File: src/rtl/pool_pkg.sv
// Shared types and helpers for the pooling stage (also usable by the convolution stage).
// Holds the state encoding, the most-negative constant and the output-dimension arithmetic.
package pool_pkg;

  localparam int IDX_W = 16;

  typedef enum logic [2:0] {
    IDLE    = 3'd0,
    INIT    = 3'd1,
    ISSUE   = 3'd2,
    CAPTURE = 3'd3,
    WRITE   = 3'd4,
    DONE    = 3'd5
  } pool_state_e;

  function automatic logic [63:0] most_neg(input int width);
    return 64'd1 << (width - 1);
  endfunction

  function automatic int out_dim(input int in_dim, input int pool, input int stride, input int pad);
    return (in_dim + 2 * pad - pool) / stride + 1;
  endfunction

endpackage

File: src/rtl/maxpool2d_mem_if.sv
// Handshake plus read/write memory ports of the max-pooling stage.
// master = pooling engine, slave = sequencer and memories.
interface maxpool2d_mem_if #(
  parameter int DATA_WIDTH = 32,
  parameter int ADDR_WIDTH = 16
);
  logic                         start;
  logic                         done;
  logic                         valid;
  logic        [ADDR_WIDTH-1:0] input_addr;
  logic signed [DATA_WIDTH-1:0] input_data;
  logic                         input_en;
  logic        [ADDR_WIDTH-1:0] output_addr;
  logic signed [DATA_WIDTH-1:0] output_data;
  logic                         output_we;
  logic                         output_en;

  modport master (
    input  start, input_data,
    output done, valid, input_addr, input_en, output_addr, output_data, output_we, output_en
  );

  modport slave (
    output start, input_data,
    input  done, valid, input_addr, input_en, output_addr, output_data, output_we, output_en
  );
endinterface

File: src/rtl/pool_window_ctr.sv
// Nested loop counters for max-pooling: batch, channel, out row, out col, window row, window col.
// Window indices advance per CAPTURE, output indices per WRITE; flags mark window end and run end.
module pool_window_ctr
  import pool_pkg::*;
#(
  parameter int BATCH_SIZE = 1,
  parameter int CHANNELS   = 1,
  parameter int OUT_H      = 2,
  parameter int OUT_W      = 2,
  parameter int POOL_SIZE  = 2
) (
  input  logic             clk,
  input  logic             rst,
  input  logic             clr_all,
  input  logic             clr_win,
  input  logic             adv_win,
  input  logic             adv_out,
  output logic [IDX_W-1:0] b,
  output logic [IDX_W-1:0] c,
  output logic [IDX_W-1:0] orow,
  output logic [IDX_W-1:0] ocol,
  output logic [IDX_W-1:0] wr,
  output logic [IDX_W-1:0] wc,
  output logic             win_last,
  output logic             run_last
);

  localparam logic [IDX_W-1:0] ONE    = IDX_W'(1);
  localparam logic [IDX_W-1:0] LAST_B = IDX_W'(BATCH_SIZE - 1);
  localparam logic [IDX_W-1:0] LAST_C = IDX_W'(CHANNELS - 1);
  localparam logic [IDX_W-1:0] LAST_H = IDX_W'(OUT_H - 1);
  localparam logic [IDX_W-1:0] LAST_W = IDX_W'(OUT_W - 1);
  localparam logic [IDX_W-1:0] LAST_P = IDX_W'(POOL_SIZE - 1);

  assign win_last = (wr == LAST_P) && (wc == LAST_P);
  assign run_last = (b == LAST_B) && (c == LAST_C) && (orow == LAST_H) && (ocol == LAST_W);

  always_ff @(posedge clk or negedge rst) begin
    if (!rst) begin
      b    <= '0;
      c    <= '0;
      orow <= '0;
      ocol <= '0;
      wr   <= '0;
      wc   <= '0;
    end else if (clr_all) begin
      b    <= '0;
      c    <= '0;
      orow <= '0;
      ocol <= '0;
      wr   <= '0;
      wc   <= '0;
    end else begin
      if (clr_win) begin
        wr <= '0;
        wc <= '0;
      end else if (adv_win) begin
        if (wc == LAST_P) begin
          wc <= '0;
          wr <= (wr == LAST_P) ? '0 : wr + ONE;
        end else begin
          wc <= wc + ONE;
        end
      end
      // Output carry chain: ocol -> orow -> channel -> batch.
      if (adv_out) begin
        if (ocol == LAST_W) begin
          ocol <= '0;
          if (orow == LAST_H) begin
            orow <= '0;
            if (c == LAST_C) begin
              c <= '0;
              b <= (b == LAST_B) ? '0 : b + ONE;
            end else begin
              c <= c + ONE;
            end
          end else begin
            orow <= orow + ONE;
          end
        end else begin
          ocol <= ocol + ONE;
        end
      end
    end
  end

endmodule

File: src/rtl/maxpool2d_mem.sv
// Memory-to-memory NCHW 2-D max-pool: one read per in-bounds window element, one write per output.
// Build option POOL_RELU_EN: running max starts at 0, fusing a ReLU into the pooling.
module maxpool2d_mem
  import pool_pkg::*;
#(
  parameter int BATCH_SIZE = 1,
  parameter int CHANNELS   = 1,
  parameter int IN_HEIGHT  = 4,
  parameter int IN_WIDTH   = 4,
  parameter int POOL_SIZE  = 2,
  parameter int STRIDE     = 2,
  parameter int PADDING    = 0,
  parameter int DATA_WIDTH = 32,
  parameter int ADDR_WIDTH = 16
) (
  input logic             clk,
  input logic             rst,
  maxpool2d_mem_if.master bus
);

  localparam int OUT_H = out_dim(IN_HEIGHT, POOL_SIZE, STRIDE, PADDING);
  localparam int OUT_W = out_dim(IN_WIDTH, POOL_SIZE, STRIDE, PADDING);
  localparam int PLANE = IN_HEIGHT * IN_WIDTH;

  localparam logic [2:0] S_IDLE    = IDLE;
  localparam logic [2:0] S_INIT    = INIT;
  localparam logic [2:0] S_ISSUE   = ISSUE;
  localparam logic [2:0] S_CAPTURE = CAPTURE;
  localparam logic [2:0] S_WRITE   = WRITE;
  localparam logic [2:0] S_DONE    = DONE;

`ifdef POOL_RELU_EN
  localparam logic signed [DATA_WIDTH-1:0] MAX_INIT = '0;
`else
  localparam logic signed [DATA_WIDTH-1:0] MAX_INIT = DATA_WIDTH'(most_neg(DATA_WIDTH));
`endif

  function automatic logic signed [DATA_WIDTH-1:0] smax(input logic signed [DATA_WIDTH-1:0] a,
                                                        input logic signed [DATA_WIDTH-1:0] b);
    return (b > a) ? b : a;
  endfunction

  logic [2:0]                   state_q;
  logic [2:0]                   state_d;
  logic                         pending_q;
  logic                         any_valid_q;
  logic        [ADDR_WIDTH-1:0] out_addr_q;
  logic signed [DATA_WIDTH-1:0] max_q;
  logic signed [DATA_WIDTH-1:0] result;

  logic [IDX_W-1:0] b, c, orow, ocol, wr, wc;
  logic             win_last, run_last;
  logic             clr_all, clr_win, adv_win, adv_out;

  logic signed [31:0] in_r, in_c, plane, rd_addr;
  logic               in_bounds;
  logic               rd_en, wr_en;

  assign clr_all = (state_q == S_IDLE) && bus.start;
  assign clr_win = (state_q == S_INIT);
  assign adv_win = (state_q == S_CAPTURE);
  assign adv_out = (state_q == S_WRITE);

  pool_window_ctr #(
    .BATCH_SIZE(BATCH_SIZE),
    .CHANNELS  (CHANNELS),
    .OUT_H     (OUT_H),
    .OUT_W     (OUT_W),
    .POOL_SIZE (POOL_SIZE)
  ) u_ctr (
    .clk     (clk),
    .rst     (rst),
    .clr_all (clr_all),
    .clr_win (clr_win),
    .adv_win (adv_win),
    .adv_out (adv_out),
    .b       (b),
    .c       (c),
    .orow    (orow),
    .ocol    (ocol),
    .wr      (wr),
    .wc      (wc),
    .win_last(win_last),
    .run_last(run_last)
  );

  // Window element coordinates may fall into the padding border (negative or past the edge).
  always_comb begin
    in_r      = signed'(32'(orow)) * STRIDE + signed'(32'(wr)) - PADDING;
    in_c      = signed'(32'(ocol)) * STRIDE + signed'(32'(wc)) - PADDING;
    plane     = signed'(32'(b)) * CHANNELS + signed'(32'(c));
    rd_addr   = plane * PLANE + in_r * IN_WIDTH + in_c;
    in_bounds = (in_r >= 0) && (in_r < IN_HEIGHT) && (in_c >= 0) && (in_c < IN_WIDTH);
  end

  always_comb begin
    state_d = state_q;
    case (state_q)
      S_IDLE:    if (bus.start) state_d = S_INIT;
      S_INIT:    state_d = S_ISSUE;
      S_ISSUE:   state_d = S_CAPTURE;
      S_CAPTURE: state_d = win_last ? S_WRITE : S_ISSUE;
      S_WRITE:   state_d = run_last ? S_DONE : S_INIT;
      S_DONE:    if (!bus.start) state_d = S_IDLE;
      default:   state_d = S_IDLE;
    endcase
  end

  always_ff @(posedge clk or negedge rst) begin
    if (!rst) begin
      state_q     <= S_IDLE;
      pending_q   <= 1'b0;
      any_valid_q <= 1'b0;
      out_addr_q  <= '0;
    end else begin
      state_q <= state_d;
      if (clr_all) out_addr_q <= '0;
      else if (adv_out) out_addr_q <= out_addr_q + ADDR_WIDTH'(1);
      if (state_q == S_ISSUE) pending_q <= in_bounds;
      if (clr_win) any_valid_q <= 1'b0;
      else if (adv_win && pending_q) any_valid_q <= 1'b1;
    end
  end

  // Running max: read data lands the cycle after the ISSUE strobe.
  always_ff @(posedge clk) begin
    if (clr_win) max_q <= MAX_INIT;
    else if (adv_win && pending_q) max_q <= smax(max_q, bus.input_data);
  end

  assign result = any_valid_q ? max_q : '0;
  assign rd_en  = (state_q == S_ISSUE) && in_bounds;
  assign wr_en  = (state_q == S_WRITE);

  assign bus.input_en    = rd_en;
  assign bus.input_addr  = rd_en ? ADDR_WIDTH'(rd_addr) : '0;
  assign bus.output_we   = wr_en;
  assign bus.output_en   = wr_en;
  assign bus.output_addr = wr_en ? out_addr_q : '0;
  assign bus.output_data = wr_en ? result : '0;
  assign bus.done        = (state_q == S_DONE);
  assign bus.valid       = (state_q == S_DONE);

endmodule

File: src/flat_wrapper.sv
// flat-port wrapper written by rule: the top's interface ports become plain ports
module maxpool2d_mem_flat import pool_pkg::*;
#(
  parameter int BATCH_SIZE = 1,
  parameter int CHANNELS   = 1,
  parameter int IN_HEIGHT  = 4,
  parameter int IN_WIDTH   = 4,
  parameter int POOL_SIZE  = 2,
  parameter int STRIDE     = 2,
  parameter int PADDING    = 0,
  parameter int DATA_WIDTH = 32,
  parameter int ADDR_WIDTH = 16
)
  (clk, rst, bus_start, bus_input_data, bus_done, bus_valid, bus_input_addr, bus_input_en, bus_output_addr, bus_output_data, bus_output_we, bus_output_en);
  maxpool2d_mem_if #(.DATA_WIDTH(DATA_WIDTH), .ADDR_WIDTH(ADDR_WIDTH)) bus_i ();
  input logic clk;
  input logic rst;
  input wire logic [$bits(bus_i.start)-1:0] bus_start;
  input wire logic [$bits(bus_i.input_data)-1:0] bus_input_data;
  output wire logic [$bits(bus_i.done)-1:0] bus_done;
  output wire logic [$bits(bus_i.valid)-1:0] bus_valid;
  output wire logic [$bits(bus_i.input_addr)-1:0] bus_input_addr;
  output wire logic [$bits(bus_i.input_en)-1:0] bus_input_en;
  output wire logic [$bits(bus_i.output_addr)-1:0] bus_output_addr;
  output wire logic [$bits(bus_i.output_data)-1:0] bus_output_data;
  output wire logic [$bits(bus_i.output_we)-1:0] bus_output_we;
  output wire logic [$bits(bus_i.output_en)-1:0] bus_output_en;
  assign bus_i.start = bus_start;
  assign bus_i.input_data = bus_input_data;
  assign bus_done = bus_i.done;
  assign bus_valid = bus_i.valid;
  assign bus_input_addr = bus_i.input_addr;
  assign bus_input_en = bus_i.input_en;
  assign bus_output_addr = bus_i.output_addr;
  assign bus_output_data = bus_i.output_data;
  assign bus_output_we = bus_i.output_we;
  assign bus_output_en = bus_i.output_en;
  maxpool2d_mem #(.BATCH_SIZE(BATCH_SIZE), .CHANNELS(CHANNELS), .IN_HEIGHT(IN_HEIGHT), .IN_WIDTH(IN_WIDTH), .POOL_SIZE(POOL_SIZE), .STRIDE(STRIDE), .PADDING(PADDING), .DATA_WIDTH(DATA_WIDTH), .ADDR_WIDTH(ADDR_WIDTH)) u_core (.clk(clk), .rst(rst), .bus(bus_i));
endmodule
File: config.mk
export PLATFORM = sky130hd
export DESIGN_NAME = maxpool2d_mem_flat
export DESIGN_NICKNAME = d
export VERILOG_FILES = /design/src/rtl/pool_pkg.sv /design/src/rtl/maxpool2d_mem_if.sv /design/src/rtl/pool_window_ctr.sv /design/src/rtl/maxpool2d_mem.sv /design/src/flat_wrapper.sv
export SDC_FILE = /design/constraint.sdc
export NUM_CORES = 1
export LEC_CHECK = 0
export ABC_AREA = 1
export BUFFER_PORTS_ARGS = -buffer_cell sky130_fd_sc_hd__buf_2
export CAP_MARGIN = 20
export CORE_MARGIN = 3
export CORE_UTILIZATION = 40
export DETAILED_ROUTE_END_ITERATION = 12
export GPL_TIMING_DRIVEN = 0
export MAX_ROUTING_LAYER = met4
export PLACE_DENSITY = 0.63
export SLEW_MARGIN = 20
export SYNTH_ARGS = -nofsm -noshare
export SYNTH_HDL_FRONTEND = slang
export SYNTH_HIERARCHICAL = 1
export SYNTH_SLANG_ARGS = --single-unit
File: constraint.sdc
create_clock -name clk -period 8.3 [get_ports clk]
set_input_delay 0 -clock clk [delete_from_list [all_inputs] [get_ports clk]]
set_output_delay 0 -clock clk [all_outputs]
set_load 0.01 [all_outputs]
==> metrics.txt <==
synth unique cells=51; RSZ-0062 raised after global routing=no; Mapped Area=0.0132 mm2; Synth Flop Type=dfrtp_1; Slew @ Worst Pin=0.850 ns; Leakage=7.90 nW; final instance area=0.0153 mm2; asr flop ratio synth=78.5%; Power Density=212 mW/mm2; final worst path period need=4.49 ns; top cell type by total area after synthesis=dfrtp_1; Int Pwr=1.84 mW; ANT cells=0; # DRC=0; Nets=2354; largest net degree at the start of global routing=72; register area share after synthesis=27.0%; CTS Buf Count=17; first-pass GRT wire length=62.9 mm; Post-Synthesis Cells=2047; Reg-to-Reg End=u_core/pending_q$_DFFE_PN0P_; post-route ant nets=0; routability cong.=0.929; min-delay worst type=in2async; crit path launch=u_core/u_ctr/ocol[0]$_DFFE_PN0P_; CORE AREA=0.0320 mm2; synth warn=6; # Post-CTS Setup Buffers=0; H-tree depth=4; vias after detailed routing=13400; Synth top area share=22.1%; Die ar.=0.0353 mm2; GRT Util Overall=22.2%; num ports=104; Post-synth EDFFs=0; CTS tree=done; Max-slew headroom=42.8%; DRT Pass-1 Iters=6; # setup viols final=0; Clock Power Share=24.3%; R2R cell count=16; routed length per placed instance=14.2 um; Via-to-Cell Ratio=5.04; Fill cells=3386; Flop pwr share=30.3%; Setup Total Neg Slack=0 ns; hpwl dp=29.9 mm; I/O Buffers=103; fmax=223 MHz; WL final=37.8 mm; Synth Register Bits=149; Worst R2R Start=u_core/u_ctr/ocol[0]$_DFFE_PN0P_; Worst Setup End Kind=output port; initial core utilization=41.3%; DP Area=0.0143 mm2; worst vdd ir=160 uV; critical path arrival=4.49 ns; CP Class=reg2out; Sw Pwr=1.41 mW; number of global-route vias before repair=12700; clk buf depth=2; Critical Path RT=8.30 ns; Area Overhead vs Synth=15.4%; Critical Path Start Type=flip-flop; Avg Inst Size Synth=6.46 um2; layout cell share with drive strength beyond 1=9.83%; Final Util=47.6%; total chip power=3.24 mW; Synth area leaders=dfrtp_1 22%, nand2_1 15%, ha_1 9.5%, nor2_1 9.0%, inv_1 7.8%; reg2reg setup slack=5.28 ns; Hold Vio Cnt, Final=0; CTS root buf=clkbuf_16; switching share of total power=43.4%; grt ovf=0; # rows=65; clock slew at reported path FFs=0.06 ns; Die W=188 um; initial DRC count=998; Slew Viols, Final=0; Post-Syn Nets=2197; Max-Cap Viols=0; clk_lat worst skew=0.44 ns; Final period util=54.1%; initial antenna violation count=0; Worst Path Max Fanout=4; Vert. Die Dim=188 um; Fin Clk Skew=0.00945 ns; combinational power share=45.3%; clock sink count=149; status=complete, no violations
[stage by stage]
stage                     setup slack, ns  hold WS, ns  std cells
after floorplan                      4.89       -0.296       2047
after global placement               4.33        0.246       2585
after detailed placement             4.30       0.0687       2586
after CTS                            3.80        0.169       2652
after global routing                 3.39        0.217       2652
final                                3.81        0.142       2652
[registers in the layout, indices dropped and copies added (netlist names)]
name                flops
u_core/max_q           32
u_core/out_addr_q      16
u_core/u_ctr/b         16
u_core/u_ctr/c         16
u_core/u_ctr/ocol      16
u_core/u_ctr/orow      16
u_core/u_ctr/wc        16
u_core/u_ctr/wr        16
u_core/state_q          3
u_core/any_valid_q      1
u_core/pending_q        1
[cell type report]
type	instances	area, um2	area share [%]
multi-input combinational	1573	8360	54.8
timing repair buffer	138	890	5.83
clock inverter	10	76.3	0.500
sequential	149	3570	23.4
buffer	42	234	1.53
clock buffer	22	529	3.47
tap	435	544	3.57
inverter	283	1060	6.96
[layer usage]
| layer | vias to the layer above | wire length (um) | GRT usage (%) |
|---|---|---|---|
| met5 | - | 0 | - |
| met4 | 0 | 741 | 6.03 |
| met3 | 40 | 1440 | 2.77 |
| met2 | 278 | 17600 | 36.3 |
| met1 | 6161 | 18000 | 29.1 |
| li1 | 6896 | - | - |
[power by group through the flow]
stage / clock network, mW / registers (mW) / logic (mW)
finish: 0.788 / 0.983 / 1.47
global route: 0.838 / 1.00 / 1.70
CTS: 0.808 / 0.983 / 1.47
detailed placement: 0 / 0.995 / 1.45
global placement: 0 / 0.991 / 1.42
floorplan: 0 / 0.952 / 1.12
[worst max-delay path, stage by stage, from the launching register on]
cell     delay (ns)
dfrtp_1        0.43
ha_1           0.25
inv_1          0.07
fa_1           0.39
inv_1          0.13
nand2_1        0.10
nand2_1        0.10
nand3_1        0.12
nand2_1        0.12
nand2_1        0.06
nand2_1        0.15
inv_1          0.08
fa_1           0.47
ha_1           0.37
a21oi_1        0.16
o21ai_0        0.09
a21oi_1        0.23
o21ai_0        0.17
nand2_1        0.09
nand2_1        0.05
nand2_1        0.06
nand2_1        0.05
nand2_1        0.05
inv_1          0.04
nor2_1         0.09
buf_2          0.13
[cells in the mapped netlist, drive strengths merged, types with 32 or more instances]
| cell | count |
|---|---|
| dfxtp | 32 |
| xor2 | 39 |
| nor3 | 71 |
| a21oi | 84 |
| nand4 | 49 |
| nand3 | 154 |
| ha | 100 |
| o21ai | 103 |
| nand2 | 555 |
| dfrtp | 117 |
| inv | 281 |
| nor2 | 336 |
[logic make-up (layout without fill, tap and decap cells)]
kind of cell,Yosys count,after routing,share of synthesized area [%]
buffers and inverters,325,495,9.80
xor gates and xnor gates,51,51,3.44
adders and majority gates,115,115,11.7
DFF,149,149,27.0
AOI/OAI and AO/OA,215,215,8.91
and+or+nand+nor,1192,1192,39.1
[cell usage in the layout (no fill, tap or decap), types with 3 or more instances in the layout]
cell type	instances
clkbuf_16	21
or2_2	3
and2_1	3
nor2_1	317
xnor2_1	11
o21ai_2	3
nand3_1	151
a21oi_2	5
a31oi_1	5
clkinv_4	3
dlygate4sd3_1	34
o21ai_0	97
nor3_1	69
nand2_1	537
ha_1	100
o21bai_1	6
nand3b_1	9
dfrtp_1	117
a21oi_1	79
inv_2	5
clkbuf_1	19
nor4_1	9
nand2_4	4
buf_4	3
nor2_4	13
buf_2	114
nand3_2	3
fa_1	15
nor2_2	6
inv_1	276
o21a_1	3
o22ai_1	6
clkinv_2	3
nand2_2	14
nand4_1	49
dfxtp_1	32
buf_6	6
inv_6	4
xor2_1	39
[how the worst max path moves through the flow]
stage / endpoint / slack (ns)
4_1_cts: bus_input_addr[14] / 3.80
3_3_place_gp: bus_input_addr[14] / 4.33
5_1_grt: bus_input_addr[14] / 3.39
6_report: bus_input_addr[14] / 3.81
2_1_floorplan: bus_input_addr[14] / 4.89
3_5_place_dp: bus_input_addr[14] / 4.30
[repair_timing]
action | 4_1_cts | 5_1_grt
resized for setup | 0 | 0
hold buffers | 34 | 0
endpoints found under the hold margin | 105 | 0
(Power assumes the default switching activity.)
